===== config.mk =====
export PLATFORM = sky130hd
export DESIGN_NAME = cache_ctrl
export DESIGN_NICKNAME = d
export VERILOG_FILES = /design/src/rtl/cache_pkg.sv /design/src/rtl/cache_line_ram.sv /design/src/rtl/cache_ctrl.sv
export SDC_FILE = /design/constraint.sdc
export NUM_CORES = 1
export LEC_CHECK = 0
export CORE_UTILIZATION = 55
export CTS_BUF_LIST = sky130_fd_sc_hd__clkbuf_16
export CTS_CLUSTER_SIZE = 24
export DETAILED_ROUTE_END_ITERATION = 10
export GPL_TIMING_DRIVEN = 0
export PLACE_DENSITY = 0.84
export SYNTH_ARGS = -nofsm -noshare
export SYNTH_HDL_FRONTEND = slang
export SYNTH_SLANG_ARGS = --single-unit

===== constraint.sdc =====
create_clock -name clk -period 9.2 [get_ports clk]
set_input_delay 0.92 -clock clk [delete_from_list [all_inputs] [get_ports clk]]
set_output_delay 0.92 -clock clk [all_outputs]
set_load 0.05 [all_outputs]

===== src/rtl/cache_pkg.sv =====
// Shared definitions for the direct-mapped read cache controller:
// FSM state encoding and default geometry.
package cache_pkg;

    localparam int DEF_INDEX_LENGTH = 4;
    localparam int DEF_TAG_LENGTH   = 8;
    localparam int DEF_DATA_WIDTH   = 32;
    localparam int STATS_WIDTH      = 32;

    typedef enum logic [2:0] {
        FLUSH  = 3'd0,
        IDLE   = 3'd1,
        LOOKUP = 3'd2,
        REFILL = 3'd3,
        FILL   = 3'd4
    } state_t;

endpackage


===== src/rtl/cache_line_ram.sv =====
// Tag + data storage for the direct-mapped cache: one entry per line,
// synchronous write, asynchronous read, no reset (valid bits live outside).
module cache_line_ram
    import cache_pkg::*;
#(
    parameter int INDEX_LENGTH = DEF_INDEX_LENGTH,
    parameter int TAG_LENGTH   = DEF_TAG_LENGTH,
    parameter int DATA_WIDTH   = DEF_DATA_WIDTH
) (
    input  logic                    clk,
    input  logic                    we,
    input  logic [INDEX_LENGTH-1:0] index,
    input  logic [TAG_LENGTH-1:0]   wtag,
    input  logic [DATA_WIDTH-1:0]   wdata,
    output logic [TAG_LENGTH-1:0]   rtag,
    output logic [DATA_WIDTH-1:0]   rdata
);

    localparam int CACHE_LINES = 2 ** INDEX_LENGTH;

    logic [TAG_LENGTH-1:0] tag_mem  [CACHE_LINES];
    logic [DATA_WIDTH-1:0] data_mem [CACHE_LINES];

    always_ff @(posedge clk) begin
        if (we) begin
            tag_mem[index]  <= wtag;
            data_mem[index] <= wdata;
        end
    end

    assign rtag  = tag_mem[index];
    assign rdata = data_mem[index];

endmodule


===== src/rtl/cache_ctrl.sv =====
// Direct-mapped read cache controller with external valid-bit RAM.
// Optional hit/miss statistics counters enabled by CACHE_CTRL_STATS_EN.
module cache_ctrl
    import cache_pkg::*;
#(
    parameter int INDEX_LENGTH = DEF_INDEX_LENGTH,
    parameter int TAG_LENGTH   = DEF_TAG_LENGTH,
    parameter int DATA_WIDTH   = DEF_DATA_WIDTH
) (
    input  logic                               clk,
    input  logic                               rst,
    input  logic                               cpu_req_i,
    input  logic [TAG_LENGTH+INDEX_LENGTH-1:0] cpu_addr_i,
    output logic                               cpu_ready_o,
    output logic                               cpu_rvalid_o,
    output logic [DATA_WIDTH-1:0]              cpu_rdata_o,
    output logic                               cpu_hit_o,
    input  logic                               flush_i,
    output logic [INDEX_LENGTH-1:0]            vr_index_o,
    output logic                               vr_we_o,
    output logic                               vr_valid_o,
    input  logic                               vr_valid_i,
    output logic                               mem_req_o,
    output logic [TAG_LENGTH+INDEX_LENGTH-1:0] mem_addr_o,
    input  logic                               mem_ack_i,
    input  logic [DATA_WIDTH-1:0]              mem_data_i
`ifdef CACHE_CTRL_STATS_EN
    ,
    output logic [STATS_WIDTH-1:0]             hit_cnt_o,
    output logic [STATS_WIDTH-1:0]             miss_cnt_o
`endif
);

    localparam int ADDR_W = TAG_LENGTH + INDEX_LENGTH;
    localparam logic [INDEX_LENGTH-1:0] IDX_ONE = 1;

    state_t                  state;
    logic [INDEX_LENGTH-1:0] sweep_idx;
    logic [ADDR_W-1:0]       addr_q;
    logic [INDEX_LENGTH-1:0] cap_idx;
    logic [TAG_LENGTH-1:0]   cap_tag;
    logic [TAG_LENGTH-1:0]   line_tag;
    logic [DATA_WIDTH-1:0]   line_data;
    logic                    hit;
    logic                    lookup_hit;
    logic                    rvalid;
    logic                    refill_wr;

    assign cap_idx    = addr_q[INDEX_LENGTH-1:0];
    assign cap_tag    = addr_q[ADDR_W-1:INDEX_LENGTH];
    assign hit        = vr_valid_i && (line_tag == cap_tag);
    assign lookup_hit = (state == LOOKUP) && hit;
    assign rvalid     = lookup_hit || (state == FILL);
    // Writes are gated by rst so a refill caught by reset is discarded.
    assign refill_wr  = rst && (state == REFILL) && mem_ack_i;

    cache_line_ram #(
        .INDEX_LENGTH(INDEX_LENGTH),
        .TAG_LENGTH  (TAG_LENGTH),
        .DATA_WIDTH  (DATA_WIDTH)
    ) u_line_ram (
        .clk  (clk),
        .we   (refill_wr),
        .index(cap_idx),
        .wtag (cap_tag),
        .wdata(mem_data_i),
        .rtag (line_tag),
        .rdata(line_data)
    );

    always_ff @(posedge clk) begin
        if (!rst) begin
            state     <= FLUSH;
            sweep_idx <= '0;
        end else begin
            case (state)
                FLUSH: begin
                    sweep_idx <= sweep_idx + IDX_ONE;
                    if (sweep_idx == '1) state <= IDLE;
                end
                IDLE: begin
                    if (flush_i)        state <= FLUSH;
                    else if (cpu_req_i) state <= LOOKUP;
                end
                LOOKUP:  state <= hit ? IDLE : REFILL;
                REFILL:  if (mem_ack_i) state <= FILL;
                FILL:    state <= IDLE;
                default: state <= FLUSH;
            endcase
        end
    end

    always_ff @(posedge clk) begin
        if (state == IDLE && !flush_i && cpu_req_i) addr_q <= cpu_addr_i;
    end

    always_comb begin
        cpu_ready_o  = (state == IDLE) && !flush_i;
        cpu_hit_o    = lookup_hit;
        cpu_rvalid_o = rvalid;
        cpu_rdata_o  = rvalid ? line_data : '0;
        // The sweep counter owns the valid RAM only while flushing.
        vr_index_o   = (state == FLUSH) ? sweep_idx : cap_idx;
        vr_we_o      = (rst && (state == FLUSH)) || refill_wr;
        vr_valid_o   = refill_wr;
        mem_req_o    = (state == REFILL);
        mem_addr_o   = addr_q;
    end

`ifdef CACHE_CTRL_STATS_EN
    localparam logic [STATS_WIDTH-1:0] STAT_ONE = 1;

    function automatic logic [STATS_WIDTH-1:0] sat_inc(input logic [STATS_WIDTH-1:0] v);
        return (&v) ? v : v + STAT_ONE;
    endfunction

    always_ff @(posedge clk) begin
        if (!rst || (state == IDLE && flush_i)) begin
            hit_cnt_o  <= '0;
            miss_cnt_o <= '0;
        end else if (state == LOOKUP) begin
            if (hit) hit_cnt_o  <= sat_inc(hit_cnt_o);
            else     miss_cnt_o <= sat_inc(miss_cnt_o);
        end
    end
`endif

endmodule


==> out/metrics.cfg <==
[min_path]
min_path_cells = 2
hp-class = flip-flop to flip-flop

[critical_path]
r2r-end = u_line_ram.data_mem[12][20]
path_class = flip-flop to primary output
critPathRequiredTime_ns = 8.28
reg2reg_slack_ns = 5.94
cp.arrival_ns = 5.28
critPathLaunchType = flip-flop
path_max_fanout = 10
r2r_cells = 7
cp-end-kind = primary output
r2r-start = state[1]
worstSetupEndpoint = cpu_rdata_o[0]

[timing]
fmax_mhz = 161
setup_violations = 0
worstMarginPinSlew_ns = 1.20
finalSetupTns_ns = 0
slew_viol_final = 0
hold_viol_final = 0
fin_skew_ns = 0.0335
whs_ns = 0.566
grt_setup_unrepaired = false
min_period_over_period_pct = 67.4
maxSlewHeadroom_pct = 19.4
fin_crit_ns = 6.20

[drt]
drt-vias-per-instance = 6.71
post_drt_wl_per_cell_um = 32.6
ant_nets = 0
vias = 12892
wl_um = 62800
drc = 0
first_pass_iters = 5
initialDrtViolationCount = 1712

[clock_network]
cts_buffers = 60
post_cts_buffers = 0
htreeDepth = 2
cts-hold-fix-buffers = 0
cts_tree = built
cts_resized = 0
cts_root_buf = clkbuf_16
clock_latency_ns = 0.64
clock_sinks = 663
clk_path_buf_depth = 3
path_clk_slew_ns = 0.06

[finish]
fin_area_sq_um = 29900
nets = 1324
synthToLayoutAreaGrowth_pct = 16.8
drive_gt1_share_pct = 28.4
fillers = 2745
final_util_pct = 65.5

[synthesis]
ys_warn_count = 0
ys_ff_latch = 663
synth_edf_count = 652
syn_nets = 1125
synth_cells = 1074
synth_area_per_cell_sq_um = 23.9
synth_async_sr_flop_share_pct = 0
synth_top_flop_cell = edfxtp_1
ys_types = 48
ys_seq_area_share_pct = 77.3
syn-cell-area_sq_um = 25600

[grt]
grt_overflow = 0
grt_pass1_vias = 13359
antenna_found_initial = 2
grt_util_all_layers_pct = 27.1
grt_max_degree = 24
grt_pass1_wl_um = 90400

[outcome]
status = finished, final reports clean

[place]
dpl-instance-area_sq_um = 28000
io_buffers = 102
routabilityCongestion = 0.760
dp_hpwl_um = 36000

[floorplan]
die_w_um = 218
start_util_pct = 56.1
rows = 78
ios = 104
die_area_sq_um = 47400
fp.dieH_um = 218
core_area_sq_um = 45700

[pwr]
p_leak_nw = 9.43
peakVddDrop_v = 0.000128
power_density_nw_per_um2 = 195

[job]
cap_violations = 0

[critical path, stage by stage (launching register included)]
cell	delay (ns)
dfxtp_1	0.40
buf_2	0.37
buf_2	0.33
clkbuf_1	0.62
clkbuf_1	0.80
mux4_2	0.40
mux4_2	0.25
a21boi_0	0.55
clkdlybuf4s50_1	0.93
[area by class of cell]
cell class	count	area (sq um)	area share, %
Multi-Input combinational cell	351	5630	18.8
Timing Repair Buffer	137	1540	5.13
Clock buffer	61	1530	5.10
Tap cell	600	751	2.51
Buffer	57	294	0.982
Clock inverter	49	382	1.28
Inverter	3	11.3	0.0376
Antenna cell	1	2.50	0.00836
Sequential cell	663	19800	66.2
[layout by cell type (no fill, tap or decap), types with 4 or more instances in the layout]
master	n
a21boi_1	19
buf_12	11
buf_2	19
a21boi_2	10
clkdlybuf4s50_1	102
mux4_2	191
clkinv_2	10
and3_1	4
xnor2_1	8
bufinv_16	6
buf_4	5
nor2_4	12
nand2b_1	6
clkbuf_16	61
mux2i_1	17
nand3_1	9
nor3_2	4
edfxtp_1	652
xor2_1	4
nor2_1	5
nand2_1	14
dfxtp_1	11
mux2_2	8
inv_1	11
clkbuf_1	27
clkinv_1	19
buf_6	23
[how the worst min path moves through the flow]
stage                 start            to
5_1_grt        sweep_idx[1]  sweep_idx[1]
6_report       sweep_idx[1]  sweep_idx[1]
2_1_floorplan  sweep_idx[1]  sweep_idx[1]
3_3_place_gp   sweep_idx[1]  sweep_idx[1]
4_1_cts        sweep_idx[1]  sweep_idx[1]
3_5_place_dp   sweep_idx[1]  sweep_idx[1]
[per-layer routing]
layer	vias to the layer above	GRT usage, %	share of wire [%]	routed length, um
li1	5005	-	-	-
met1	6716	34.0	34	21600
met2	989	46.5	52	32800
met3	180	4.76	9.4	5900
met4	2	12.2	4.0	2510
met5	-	0	0.019	12
[flip-flops by register name (all words and copies together) (netlist names), named ones only]
name	count
u_line_ram.tag_mem	128
sweep_idx	4
mem_addr_o	12
u_line_ram.data_mem	512
state	3
[through the flow]
stage,total power [mW],setup WS [ns],std cells
global route,5.94,3.05,1922
finish,5.82,3.00,1922
global placement,3.43,0.457,1776
CTS,5.83,3.16,1921
floorplan,3.38,3.58,1074
detailed placement,3.43,3.93,1811
[synthesized netlist by cell type (all sizes together) (2+ instances only)]
| cell type | instances | area, sq um |
|---|---|---|
| nand2b | 6 | 37.5 |
| and3 | 4 | 25.0 |
| mux2 | 9 | 101 |
| nor2b | 3 | 18.8 |
| edfxtp | 652 | 19600 |
| dfxtp | 11 | 220 |
| and2 | 3 | 18.8 |
| o41ai | 2 | 36.3 |
| nor4b | 2 | 32.5 |
| a21boi | 32 | 278 |
| clkbuf | 27 | 101 |
| nor3b | 3 | 22.5 |
| nand3b | 2 | 15.0 |
| nor2 | 17 | 63.8 |
| mux4 | 191 | 4300 |
| xnor2 | 8 | 70.1 |
| xor2 | 4 | 35.0 |
| nand4 | 3 | 33.8 |
| mux2i | 17 | 170 |
| inv | 3 | 11.3 |
| nand3 | 9 | 45.0 |
| buf | 30 | 193 |
| nand2 | 14 | 52.6 |
| a21o | 2 | 15.0 |
| a22oi | 2 | 15.0 |
| nor3 | 6 | 30.0 |
[power by group]
part | internal (mW) | switching, mW | total (mW)
clock network | 1.37 | 1.09 | 2.45
registers | 3.30 | 0.00122 | 3.31
logic | 0.0230 | 0.0392 | 0.0622
total | 4.69 | 1.13 | 5.82
[logic make-up after synthesis]
group | after synthesis | share of synthesized area (%)
compound gates | 45 | 1.54
xor+xnor | 12 | 0.410
fa+ha+maj | 1 | 0.0488
buf+inv | 60 | 1.19
flops | 663 | 77.3
mux | 217 | 17.9
simple gates | 76 | 1.68
No activity file was read; power rests on OpenSTA's default activity.
